### src/rtl/hazard_md_ctrl.sv
// hazard_md_ctrl
//   Stall/flush controller for the F/D/E front end. Compares operand demand in
//   D (Tuse) against producer latency (Tnew) in E and M, tracks the M-stage
//   Tnew/A3, and sequences the shared multiply/divide unit with a busy counter.
//
// Ports
//   clk, reset               clock, asynchronous active-high reset
//   D_rs, D_rt               source register fields of the D instruction
//   D_Tuse_rs, D_Tuse_rt     cycles until each operand is needed (3 = unused)
//   D_use_md                 D instruction touches the MDU / HI / LO
//   E_A3, E_Tnew             destination and Tnew of the E instruction
//   E_start, E_is_div        E starts the MDU this cycle; div vs mult select
//   req                      exception/interrupt/eret flush request from M
//   F_en, D_en               PC / FD enables (low while stalling)
//   DE_clr                   insert a bubble into the DE register
//   busy                     MDU busy (combinational)
//   md_done                  registered pulse the cycle after busy falls
//   M_Tnew, M_A3             tracked Tnew/destination of the M instruction
module hazard_md_ctrl #(
  parameter int MULT_CYC = 5,
  parameter int DIV_CYC  = 10,
  parameter int CNT_W    = 4
) (
  input  logic       clk,
  input  logic       reset,
  input  logic [4:0] D_rs,
  input  logic [4:0] D_rt,
  input  logic [1:0] D_Tuse_rs,
  input  logic [1:0] D_Tuse_rt,
  input  logic       D_use_md,
  input  logic [4:0] E_A3,
  input  logic [1:0] E_Tnew,
  input  logic       E_start,
  input  logic       E_is_div,
  input  logic       req,
  output logic       F_en,
  output logic       D_en,
  output logic       DE_clr,
  output logic       busy,
  output logic       md_done,
  output logic [1:0] M_Tnew,
  output logic [4:0] M_A3
);

  // The start cycle is itself busy, so the counter only covers the remainder.
  localparam logic [CNT_W-1:0] MULT_LD = CNT_W'(MULT_CYC - 1);
  localparam logic [CNT_W-1:0] DIV_LD  = CNT_W'(DIV_CYC - 1);

  logic [CNT_W-1:0] cnt_q, cnt_d;
  logic             md_done_q, md_done_d;
  logic [1:0]       m_tnew_q, m_tnew_d;
  logic [4:0]       m_a3_q, m_a3_d;
  logic             start_ok;
  logic             stall_rs, stall_rt, stall;

  // A start is accepted only from idle; a start while counting is ignored and
  // a flush in the same cycle suppresses it. A running op is never aborted.
  assign start_ok = E_start && !req && (cnt_q == '0);

  always_comb begin
    cnt_d = cnt_q;
    if (start_ok)
      cnt_d = E_is_div ? DIV_LD : MULT_LD;
    else if (cnt_q != '0)
      cnt_d = cnt_q - 1'b1;
  end

  assign md_done_d = (cnt_q == CNT_W'(1));

  // E->M always advances, even under a stall; the stall only bubbles DE.
  always_comb begin
    m_a3_d   = E_A3;
    m_tnew_d = (E_Tnew == 2'd0) ? 2'd0 : E_Tnew - 2'd1;
    if (req) begin
      m_a3_d   = 5'd0;
      m_tnew_d = 2'd0;
    end
  end

  always_ff @(posedge clk or posedge reset) begin
    if (reset) begin
      cnt_q     <= '0;
      md_done_q <= 1'b0;
      m_tnew_q  <= 2'd0;
      m_a3_q    <= 5'd0;
    end else begin
      cnt_q     <= cnt_d;
      md_done_q <= md_done_d;
      m_tnew_q  <= m_tnew_d;
      m_a3_q    <= m_a3_d;
    end
  end

  // Tuse=3 can never lose against Tnew<=2, so unused operands never stall.
  assign stall_rs = (D_rs != 5'd0) &&
                    (((E_A3 == D_rs) && (E_Tnew > D_Tuse_rs)) ||
                     ((m_a3_q == D_rs) && (m_tnew_q > D_Tuse_rs)));
  assign stall_rt = (D_rt != 5'd0) &&
                    (((E_A3 == D_rt) && (E_Tnew > D_Tuse_rt)) ||
                     ((m_a3_q == D_rt) && (m_tnew_q > D_Tuse_rt)));

  assign busy  = start_ok || (cnt_q != '0);
  assign stall = stall_rs || stall_rt || (D_use_md && busy);

  assign F_en    = !stall;
  assign D_en    = !stall;
  assign DE_clr  = stall;
  assign md_done = md_done_q;
  assign M_Tnew  = m_tnew_q;
  assign M_A3    = m_a3_q;

endmodule

### config.mk
export PLATFORM = sky130hd
export DESIGN_NAME = hazard_md_ctrl
export DESIGN_NICKNAME = d
export VERILOG_FILES = /design/src/rtl/hazard_md_ctrl.sv
export SDC_FILE = /design/constraint.sdc
export NUM_CORES = 1
export LEC_CHECK = 0
export BUFFER_PORTS_ARGS = -buffer_cell sky130_fd_sc_hd__buf_2
export CORE_MARGIN = 3
export CORE_UTILIZATION = 30
export CTS_CLUSTER_SIZE = 25
export DETAILED_ROUTE_END_ITERATION = 6
export HOLD_SLACK_MARGIN = 0.03
export SLEW_MARGIN = 20
export SYNTH_ARGS = -nofsm -noshare
export SYNTH_HDL_FRONTEND = slang
export SYNTH_SLANG_ARGS = --single-unit
### constraint.sdc
create_clock -name clk -period 2.8 [get_ports clk]
set_clock_uncertainty 0.2 [all_clocks]
set_input_delay 0.84 -clock clk [delete_from_list [all_inputs] [get_ports clk]]
set_output_delay 0.84 -clock clk [all_outputs]
set_load 0.01 [all_outputs]
Yosys cells after proc, flatten, opt, wreduce, memory -nomap -nowiden:

Index checks and enable logic that the tools add are counted.

* word-level logic and storage cells: 43
* input port bits: 27
* flip-flop bits (word level): 12
* output and inout bits: 12

* $lt $le $gt $ge: 4
* add/subtract/negate cells: 2
* mux-type cells: 6
* eq/ne operators: 5
* reductions and logical operators: 22

Operators by type and width (count)
* 5-bit equality test: 4
* 4-bit two-way mux: 3
* 5-bit nonzero test: 2
* 1-bit logical AND: 9
* 2-bit greater-than comparator: 4
* 1-bit logical OR: 5
* 5-bit two-way mux: 1
* 4-bit by 1-bit equality test with 1-bit output, second input constant: 1
* 4-bit logical NOT: 1
* 2-bit two-way mux: 2
* 4-bit nonzero test: 1
* 4-bit by 1-bit subtractor with 4-bit output, second input constant: 1
* 1-bit logical NOT: 2
* 2-bit logical NOT: 1
* 2-bit nonzero test: 1
* 2-bit by 1-bit subtractor with 2-bit output, second input constant: 1

Logic depth before layout (Yosys ltp):

Gate-level depths: netlist (run 1).

* word-level depth: 7
* mapped depth: 8
* mapped depth without buffers: 7

Worst setup path after synthesis (run 1):

Ideal clock, no wire load.

* path type: input to output
* start point: input D_Tuse_rs[1]
* end point: output F_en
* path slack: -316 ps
* arrival time: 2076 ps
* path buffers: 1
* stages: 8
* data required time: 1760 ps
* path through: inv_1 ha_1 nand2_1 nand4_1 nor4_1 o22ai_1 and3_1 buf_4

* longest elaborated chain between the ends: 7
* elaborated cells on any way between the ends: 9
* classes of those cells: order compare: 2; reduce/logical: 7

RTL lines
* from (decl): line 28 `input logic [1:0] D_Tuse_rs,`
* 2-bit greater-than comparator, on equally long branches: line 96, 97
* 1-bit logical AND, on equally long branches: line 96, 97
* 1-bit logical OR (*): line 96 `(((E_A3 == D_rs) && (E_Tnew > D_Tuse_rs)) ||`
* 1-bit logical AND (*): line 95 `assign stall_rs = (D_rs != 5'd0) &&`
* 1-bit logical OR (*) (2 in series): line 103 `assign stall = stall_rs || stall_rt || (D_use_md && busy);`
* 1-bit logical NOT (*)
* to (decl): line 36 `output logic F_en,`

Every way passes the cells marked *; elsewhere a longest branch is shown, timed or not.

Final worst setup path (run 1):

* start point: input D_Tuse_rt[1]
* end point: output F_en

* longest elaborated chain between the ends: 7
* elaborated cells on any way between the ends: 9
* classes of those cells: order compare: 2; reduce/logical: 7

RTL lines
* from (decl): line 29 `input logic [1:0] D_Tuse_rt,`
* 2-bit greater-than comparator, on equally long branches: line 99, 100
* 1-bit logical AND, on equally long branches: line 99, 100
* 1-bit logical OR (*): line 99 `(((E_A3 == D_rt) && (E_Tnew > D_Tuse_rt)) ||`
* 1-bit logical AND (*): line 98 `assign stall_rt = (D_rt != 5'd0) &&`
* 1-bit logical OR (*) (2 in series): line 103
* 1-bit logical NOT (*): line 105 `assign F_en = !stall;`

Marked as above.

==> results of run 1 <==
==> cell usage in the layout, fill, tap and decap left out, types with 4 or more instances in the layout <==
| cell type | synthesis | routed |
|---|---|---|
| inv_1 | 10 | 7 |
| xor2_1 | 7 | 7 |
| buf_4 | 1 | 18 |
| ha_1 | 11 | 6 |
| xnor2_1 | 15 | 14 |
| nand2_1 | 6 | 5 |
| buf_2 | 0 | 33 |
| a21oi_1 | 4 | 4 |
| dfrtp_1 | 12 | 12 |
| nor2b_1 | 6 | 5 |
| buf_6 | 0 | 5 |
| ha_4 | 0 | 5 |
==> routing by layer <==
metal,track usage [%],vias to the layer above,part of all wire [%]
li1,-,467,-
met3,3.06,2,6.5
met1,15.6,433,40
met4,4.13,0,0.22
met2,25.4,27,53
met5,0,-,0
==> per-stage QoR <==
stage / setup WS, ps / util (%)
floorplan: -169 / -
global placement: -424 / 46.9
detailed placement: -470 / 46.9
CTS: -458 / 49.5
global route: -411 / 53.6
finish: -360 / 53.6
==> state kept, by name, summed over array words and instances (netlist names) <==
signal,cells
md_done,1
M_Tnew,2
cnt_q,4
M_A3,5
==> cell families after synthesis <==
logic type                 Yosys count  synth area share, %
and+or+nand+nor                     33                 20.7
muxes                                1                 1.05
xor gates and xnor gates            22                 20.3
buffers and inverters               11                 4.74
AOI/OAI and AO/OA                   11                 7.11
adders and majority gates           11                 14.5
DFF                                 12                 31.6
==> worst max-delay path, cell delays in order <==
cell and delay, ps:
buf_8 90, inv_12 30, ha_4 230, buf_6 110
a2111oi_4 370, o22ai_2 130, and3_4 190, buf_6 120
==> cell type report <==
cell class	instances	area, sq um	share of cell area, %
multi-input cells	78	731	47.4
repair buffers	57	372	24.1
flip-flops and latches	12	300	19.5
well taps	42	52.6	3.41
inverters	10	50.0	3.25
clock buffers	4	36.3	2.35
==> power by group through the flow <==
stage | sequential [mW] | combinational, mW | clock (mW)
2_1_floorplan | 0.255 | 0.174 | 0
3_3_place_gp | 0.256 | 0.279 | 0
3_5_place_dp | 0.258 | 0.292 | 0
4_1_cts | 0.255 | 0.304 | 0.139
5_1_grt | 0.262 | 0.361 | 0.148
6_report | 0.256 | 0.323 | 0.132
==> timing repair <==
item                                    CTS  global route
endpoints found under the hold margin     0             0
gates cloned                              0             0
resized for setup                         7            19
hold buffers                              0             0
setup buffers                             1             0
pin swaps                                 5             9
endpoints found under the setup margin    3             3
==> final timing paths <==
kind | to | slack (ps) | depth (start not counted)
max | F_en | -360 | 8
max in group asynchronous | M_A3[4]$_DFF_PP0_ | 1740 | 2
min in group asynchronous | M_A3[0]$_DFF_PP0_ | 360 | 2
max reg2reg | cnt_q[3]$_DFFE_PP0N_ | 1250 | 6
min | md_done$_DFF_PP0_ | 310 | 1
min reg2reg | md_done$_DFF_PP0_ | 310 | 1
==> flow_metrics.env, run 1 <==
export IMPL_status="complete, but fails checks"
export IMPL_violations="setup timing"
export IMPL_synth_edf_count=0
export IMPL_p_leak_nw=0.716
export IMPL_crit_path_max_fanout=2
export IMPL_hold_violations=0
export IMPL_fin_hold_ws_ps=314
export IMPL_switching_share_pct=35.2
export IMPL_post_route_period_util_pct=113
export IMPL_via_per_inst=4.58
export IMPL_rsz0062_at_grt="true"
export IMPL_startpoint="D_Tuse_rt[1]"
export IMPL_p_sw_mw=0.250
export IMPL_yosys_top_cells_area="dfrtp_1 (32%), ha_1 (14%), xnor2_1 (14%)"
export IMPL_synthDistinctLibCells=24
export IMPL_clock_power_share_pct=18.6
export IMPL_netlist_instances=101
export IMPL_clkSinkCount=12
export IMPL_grt_max_degree=13
export IMPL_arrival_ps=2120
export IMPL_start_util_pct=33.0
export IMPL_nets=200
export IMPL_drc=0
export IMPL_postLayoutCellArea_sq_um=1540
export IMPL_antenna_cells=0
export IMPL_yosys_warnings=0
export IMPL_hp_class="reg -> reg"
export IMPL_rows=19
export IMPL_drtAntennaViolNets=0
export IMPL_gp_congestion=0.835
export IMPL_power_total_mw=0.711
export IMPL_dieHeight_um=62.3
export IMPL_grt_pass1_vias=1026
export IMPL_r2r_start="cnt_q[0]$_DFFE_PP0N_"
export IMPL_dpl_cell_area_sq_um=1350
export IMPL_period_minus_slack_ps=3160
export IMPL_cts_max_level=1
export IMPL_postSynthNetCount=139
export IMPL_cap_viol_max_count=0
export IMPL_synth_most_common_cell="xnor2_1"
export IMPL_wl_per_cell_um=13.5
export IMPL_fill_cells=270
export IMPL_wirelength_um=2740
export IMPL_tritoncts="yes"
export IMPL_setup_slack_ps=-360
export IMPL_track_usage_pct=13.7
export IMPL_internal_power_mw=0.461
export IMPL_first_pass_iters=4
export IMPL_area_growth_pct=62.3
export IMPL_ios=39
export IMPL_avgSynthCellArea_sq_um=9.40
export IMPL_grt_overflow_total=0
export IMPL_final_layout_size_suffix_gt1_share_pct=49.7
export IMPL_syn_area_sq_um=950
export IMPL_dieArea_sq_um=3880
export IMPL_max_slew_margin_pct=70.9
export IMPL_final_max_slew_viol_count=0
export IMPL_ys_top_cells_by_count="xnor2_1 (15), dfrtp_1 (12), ha_1 (11), inv_1 (10), xor2_1 (7)"
export IMPL_cp_required_ps=1760
export IMPL_cts_buffers=3
export IMPL_yosys_area_top_type="dfrtp_1"
export IMPL_min_delay_start="cnt_q[3]$_DFFE_PP0N_"
export IMPL_ys_ff_latch=12
export IMPL_power_frac_seq_pct=36.0
export IMPL_p_comb_share_pct=45.4
export IMPL_tightest_slew_ps=436
export IMPL_max_freq_ghz=0.316
export IMPL_place_port_buffers=38
export IMPL_synth_top_cell_area_share_pct=31.6
export IMPL_stdcell_count=203
export IMPL_cts_buffer_depth=2
export IMPL_die_x_um=62.3
export IMPL_root_buffer="clkbuf_4"
export IMPL_antenna_found_initial=0
export IMPL_worstSetupPathType="in -> out"
export IMPL_setup_viol_count_final=3
export IMPL_drt_iter0_drc=38
export IMPL_core_area_sq_um=2880
export IMPL_peakVddDrop_v=0.000328
export IMPL_power_density_nw_per_um2=461
export IMPL_dp_hpwl_um=2210
export IMPL_grt_pass1_wl_um=4390
export IMPL_clk_pin_slew_ps=70
export IMPL_critPathCaptureType="output port"
export IMPL_vias=929
export IMPL_ys_seq_area_share_pct=31.6
export IMPL_worst_setup_path_start_kind="input port"
export IMPL_synthArstFlopShare_pct=100
export IMPL_setup_tns_ps=-989
export IMPL_worstSkewPairLatency_ps=260
export IMPL_synthFlopType="dfrtp_1"
export IMPL_dp_cells=198
No activity file was read; power rests on OpenSTA's default activity.
==> run 2: changes to the inputs <==
--- a/config.mk
+++ b/config.mk
@@ -11,6 +11,7 @@
 export CTS_CLUSTER_SIZE = 25
 export DETAILED_ROUTE_END_ITERATION = 6
 export HOLD_SLACK_MARGIN = 0.03
+export SETUP_SLACK_MARGIN = 0.1
 export SLEW_MARGIN = 20
 export SYNTH_ARGS = -nofsm -noshare
 export SYNTH_HDL_FRONTEND = slang
==> run 2 against run 1 <==
- the flow still finishes with violations (setup timing)
- design area is 0.97% higher
- first-iteration DRC count is 53% lower
- count of clock-buffer cells in the layout stayed put
- critical path type unchanged
- largest cell class unchanged
- largest power group unchanged
- highest routed layer unchanged
==> flow_metrics.env, run 2 (synthesis gave the netlist of run 1 again) <==
export IMPL_cts_buffer_depth=2
export IMPL_dieHeight_um=62.3
export IMPL_tritoncts="yes"
export IMPL_wl_per_cell_um=13.2
export IMPL_hold_violations=0
export IMPL_setup_viol_count_final=3
export IMPL_worstSetupPathType="in -> out"
export IMPL_ios=39
export IMPL_power_total_mw=0.713
export IMPL_grt_max_degree=13
export IMPL_tightest_slew_ps=436
export IMPL_final_util_pct=54.1
export IMPL_dp_cells=198
export IMPL_drc=0
export IMPL_track_usage_pct=13.8
export IMPL_first_pass_iters=4
export IMPL_largest_reg_flops=5
export IMPL_rsz0062_at_grt="true"
export IMPL_cap_viol_max_count=0
export IMPL_internal_power_mw=0.462
export IMPL_whs_endpoint="md_done$_DFF_PP0_"
export IMPL_cts_buffers=3
export IMPL_grt_pass1_wl_um=4400
export IMPL_clock_power_share_pct=18.7
export IMPL_grt_overflow_total=0
export IMPL_place_port_buffers=38
export IMPL_hp_class="reg -> reg"
export IMPL_rr_worst_depth=6
export IMPL_clkSinkCount=12
export IMPL_start_util_pct=33.0
export IMPL_critPathCaptureType="output port"
export IMPL_r2r_slack_ps=1270
export IMPL_max_freq_ghz=0.317
export IMPL_min_delay_path_depth=1
export IMPL_antenna_found_initial=0
export IMPL_stdcell_count=203
export IMPL_layout_common_cells="buf_2 (33), buf_4 (18), xnor2_1 (14)"
export IMPL_power_frac_seq_pct=35.9
export IMPL_final_max_slew_viol_count=0
export IMPL_via_per_inst=4.54
export IMPL_rows=19
export IMPL_cts_max_level=1
export IMPL_antenna_cells=0
export IMPL_drtAntennaViolNets=0
export IMPL_drt_iter0_drc=18
export IMPL_grt_pass1_vias=1043
export IMPL_arrival_ps=2110
export IMPL_max_slew_margin_pct=70.9
export IMPL_gp_congestion=0.834
export IMPL_r2r_start="cnt_q[0]$_DFFE_PP0N_"
export IMPL_status="complete, but fails checks"
export IMPL_core_area_sq_um=2880
export IMPL_dieArea_sq_um=3880
export IMPL_p_leak_nw=0.717
export IMPL_clk_pin_slew_ps=70
export IMPL_peakVddDrop_v=0.000285
export IMPL_crit_path_max_fanout=2
export IMPL_wirelength_um=2670
export IMPL_switching_share_pct=35.1
export IMPL_worstSkewPairLatency_ps=260
export IMPL_p_sw_mw=0.250
export IMPL_area_growth_pct=63.9
export IMPL_nets=200
export IMPL_die_x_um=62.3
export IMPL_final_layout_size_suffix_gt1_share_pct=50.9
export IMPL_cp_required_ps=1760
export IMPL_r2r_end="cnt_q[3]$_DFFE_PP0N_"
export IMPL_root_buffer="clkbuf_4"
export IMPL_place_ws_ps=-469
export IMPL_min_delay_start="cnt_q[3]$_DFFE_PP0N_"
export IMPL_p_comb_share_pct=45.4
export IMPL_setup_slack_ps=-350
export IMPL_mostFrequentLayoutCell="buf_2"
export IMPL_power_density_nw_per_um2=458
export IMPL_holdBufCountCts=0
export IMPL_worst_setup_path_start_kind="input port"
export IMPL_violations="setup timing"
export IMPL_dp_hpwl_um=2200
export IMPL_period_minus_slack_ps=3150
export IMPL_vias=922
export IMPL_post_route_period_util_pct=113
run 2: cell counts in the layout (fill, tap and decap cells not counted):
No cell type changed its count.
run 2: critical path, cell delays in order:
cell       delay (ps)
buf_8              90
inv_12             30
ha_4              230
buf_6             110
a2111oi_4         360
o22ai_2           130
and3_4            190
buf_6             120
run 2: layer usage:
metal  wire (um)  global-route usage [%]  up-vias
met5           0                       0        -
li1            -                       -      467
met1        1080                    16.1      424
met4          28                    5.23        0
met3         163                    2.70        4
met2        1400                    24.9       27
run 2: layout make-up:
class,instances,area [sq um]
clock buffer,4,36.3
tap,42,52.6
sequential,12,300
timing repair buffer,57,372
multi-input combinational,78,746
fill,284,1320
inverter,10,50.0
run 2: how the worst max path moves through the flow:
stage | startpoint | end | slack (ps) | cells past startpoint
floorplan | D_Tuse_rt[1] | F_en | -170 | 8
CTS | D_Tuse_rt[1] | F_en | -460 | 9
detailed placement | D_Tuse_rt[1] | F_en | -470 | 9
global route | D_rt[0] | F_en | -410 | 8
finish | D_Tuse_rt[1] | F_en | -350 | 8
global placement | D_Tuse_rt[1] | F_en | -420 | 9
run 2: per-stage QoR:
step | hold WS (ps) | setup TNS, ps | instance area, sq um
final | 312 | -956 | 1560
after global routing | 351 | -1130 | 1560
after CTS | 320 | -1290 | 1420
after detailed placement | 300 | -1300 | 1350
after global placement | 301 | -1170 | 1350
after floorplan | 270 | -201 | 980
run 2: power groups by stage:
stage / Clock [mW] / Combinational (mW) / Sequential [mW]
final: 0.133 / 0.324 / 0.256
after global routing: 0.151 / 0.363 / 0.263
after CTS: 0.139 / 0.305 / 0.256
after detailed placement: 0 / 0.292 / 0.259
after global placement: 0 / 0.279 / 0.256
after floorplan: 0 / 0.174 / 0.255
run 2: what timing repair did:
action,CTS,global route
setup buffers,1,0
hold endpoints to repair,0,0
pin swaps,5,11
endpoints found under the setup margin,3,3
cloned,0,0
gates resized for setup,7,21
==> run 3: changes to the inputs <==
==> constraint.sdc (replaced) <==
create_clock -name clk -period 4.1 [get_ports clk]
set_clock_uncertainty 0.2 [all_clocks]
set_input_delay 1.23 -clock clk [delete_from_list [all_inputs] [get_ports clk]]
set_output_delay 1.23 -clock clk [all_outputs]
set_load 0.01 [all_outputs]
==> run 3 against run 2 <==
- the flow now finishes without violations
- count of clock-buffer cells in the layout unchanged
- power decreased by 36%
- core utilization decreased by 7.6 points
- combinational power shrank 42%
- global-route usage decreased by 1.5 points
- worst hold slack better by 12 ps
- die area unchanged
- sequential cell count did not move
- worst setup slack improved by 520 ps
- sequential share of layout area increased by 3.1 points
- sequential power is 31% lower
- largest cell class unchanged
- highest routed layer unchanged
==> flow_metrics.env, run 3 (synthesis gave the netlist of run 1 again) <==
export IMPL_cts_buffers=3
export IMPL_critPathTopFamily="simple AND/OR/NAND/NOR gates"
export IMPL_p_leak_nw=0.610
export IMPL_cp_cell_sequence="buf_2 -> ha_1 -> nand2_1 -> nand4_1 -> nor4_1 -> o22ai_1 -> and3_1 -> buf_2"
export IMPL_grt_pass1_vias=864
export IMPL_worstSkewPairLatency_ps=260
export IMPL_cap_viol_max_count=0
export IMPL_nets=182
export IMPL_r2r_slack_ps=2510
export IMPL_dp_hpwl_um=2020
export IMPL_final_layout_size_suffix_gt1_share_pct=40.6
export IMPL_largest_reg_flops=5
export IMPL_wirelength_um=2380
export IMPL_place_port_buffers=38
export IMPL_grt_max_degree=13
export IMPL_area_growth_pct=41.0
export IMPL_vias=881
export IMPL_antenna_cells=0
export IMPL_cpMostUsedCell="buf_2"
export IMPL_power_frac_seq_pct=38.6
export IMPL_first_pass_iters=4
export IMPL_peakVddDrop_v=0.000225
export IMPL_slowest_delay_ps=280
export IMPL_clkSinkCount=12
export IMPL_fill_cells=298
export IMPL_startpoint="D_Tuse_rs[0]"
export IMPL_clk_pin_slew_ps=70
export IMPL_drc=0
export IMPL_via_per_inst=4.76
export IMPL_cts_max_level=1
export IMPL_cts_buffer_depth=2
export IMPL_r2r_start="cnt_q[0]$_DFFE_PP0N_"
export IMPL_setup_slack_ps=171
export IMPL_worst_setup_path_start_kind="input port"
export IMPL_gp_congestion=0.826
export IMPL_die_x_um=62.3
export IMPL_core_area_sq_um=2880
export IMPL_dieArea_sq_um=3880
export IMPL_setup_tns_ps=0
export IMPL_worstSetupPathType="in -> out"
export IMPL_start_util_pct=33.0
export IMPL_dieHeight_um=62.3
export IMPL_root_buffer="clkbuf_4"
export IMPL_wl_per_cell_um=12.9
export IMPL_power_density_nw_per_um2=340
export IMPL_status="complete, no violations"
export IMPL_worst_path_max_delay_cell="ha_1"
export IMPL_grt_overflow_total=0
export IMPL_max_slew_margin_pct=69.0
export IMPL_antenna_found_initial=0
export IMPL_tritoncts="yes"
export IMPL_switching_share_pct=36.0
export IMPL_final_max_slew_viol_count=0
export IMPL_clock_power_share_pct=20.1
export IMPL_period_minus_slack_ps=3930
export IMPL_cp_required_ps=2670
export IMPL_track_usage_pct=12.3
export IMPL_critPathCaptureType="output port"
export IMPL_post_route_period_util_pct=95.8
export IMPL_arrival_ps=2500
export IMPL_crit_path_max_fanout=2
export IMPL_crit_cells=8
export IMPL_rr_worst_depth=5
export IMPL_setup_viol_count_final=0
export IMPL_drtAntennaViolNets=0
export IMPL_p_comb_share_pct=41.4
export IMPL_rsz0062_at_grt="false"
export IMPL_drt_iter0_drc=31
export IMPL_endpoint="F_en"
export IMPL_rows=19
export IMPL_multi_input_area_sq_um=696
export IMPL_tightest_slew_ps=464
export IMPL_layout_common_cells="buf_2 (36), xnor2_1 (15), dfrtp_1 (12)"
export IMPL_seq_area_sq_um=300
export IMPL_final_util_pct=46.5
export IMPL_internal_power_mw=0.291
export IMPL_p_sw_mw=0.164
export IMPL_hp_class="reg -> reg"
export IMPL_max_freq_ghz=0.255
export IMPL_place_ws_ps=30.4
export IMPL_grt_pass1_wl_um=3890
export IMPL_mostFrequentLayoutCell="buf_2"
export IMPL_hold_violations=0
export IMPL_r2r_end="cnt_q[3]$_DFFE_PP0N_"
export IMPL_crit_buf_inv=2
export IMPL_holdBufCountCts=0
export IMPL_ios=39
## run 3: cell types whose count changed in the layout (fill, tap and decap cells not counted), moves of 2 or more
cell	before	now
buf_4	18	1
buf_2	33	36
ha_4	6	4
buf_6	5	1
## run 3: layer usage
metal | track usage [%] | vias to the layer above | share of wire [%] | routed length [um]
li1 | - | 431 | - | -
met4 | 3.31 | 0 | 0.34 | 8
met5 | 0 | - | 0 | 0
met2 | 21.4 | 26 | 48 | 1140
met1 | 15.4 | 422 | 46 | 1090
met3 | 2.70 | 2 | 6.1 | 145
## run 3: area by class of cell
class	instances	share of cell area (%)
Multi-Input combinational cell	78	52.0
Clock buffer	4	2.71
Inverter	10	2.99
Tap cell	42	3.93
Timing Repair Buffer	39	16.0
Sequential cell	12	22.4
## run 3: what timing repair did
| action | in CTS | in global routing |
|---|---|---|
| endpoints found under the setup margin | 2 | 3 |
| buffers inserted | 1 | 0 |
| gates resized for setup | 8 | 12 |
| pin swaps | 6 | 11 |
## run 3: power by group through the flow
stage | Combinational [mW] | Sequential (mW) | Clock [mW]
3_5_place_dp | 0.175 | 0.177 | 0
6_report | 0.188 | 0.176 | 0.0914
5_1_grt | 0.215 | 0.179 | 0.101
2_1_floorplan | 0.116 | 0.174 | 0
3_3_place_gp | 0.170 | 0.175 | 0
4_1_cts | 0.180 | 0.175 | 0.0940
## run 3: how the worst min path moves through the flow
stage                          from           endpoint  cells past startpoint
2_1_floorplan  cnt_q[3]$_DFFE_PP0N_  md_done$_DFF_PP0_                      1
3_3_place_gp   cnt_q[3]$_DFFE_PP0N_  md_done$_DFF_PP0_                      1
3_5_place_dp   cnt_q[3]$_DFFE_PP0N_  md_done$_DFF_PP0_                      1
4_1_cts        cnt_q[3]$_DFFE_PP0N_  md_done$_DFF_PP0_                      1
5_1_grt        cnt_q[3]$_DFFE_PP0N_  md_done$_DFF_PP0_                      1
6_report       cnt_q[3]$_DFFE_PP0N_  md_done$_DFF_PP0_                      1
## run 3: through the flow
stage          power (mW)  hold WS [ps]  area [sq um]  instances
2_1_floorplan       0.290           270           950        101
3_3_place_gp        0.345           290          1180        180
3_5_place_dp        0.352           308          1180        180
4_1_cts             0.449           322          1260        185
5_1_grt             0.494           327          1340        185
6_report            0.455           324          1340        185
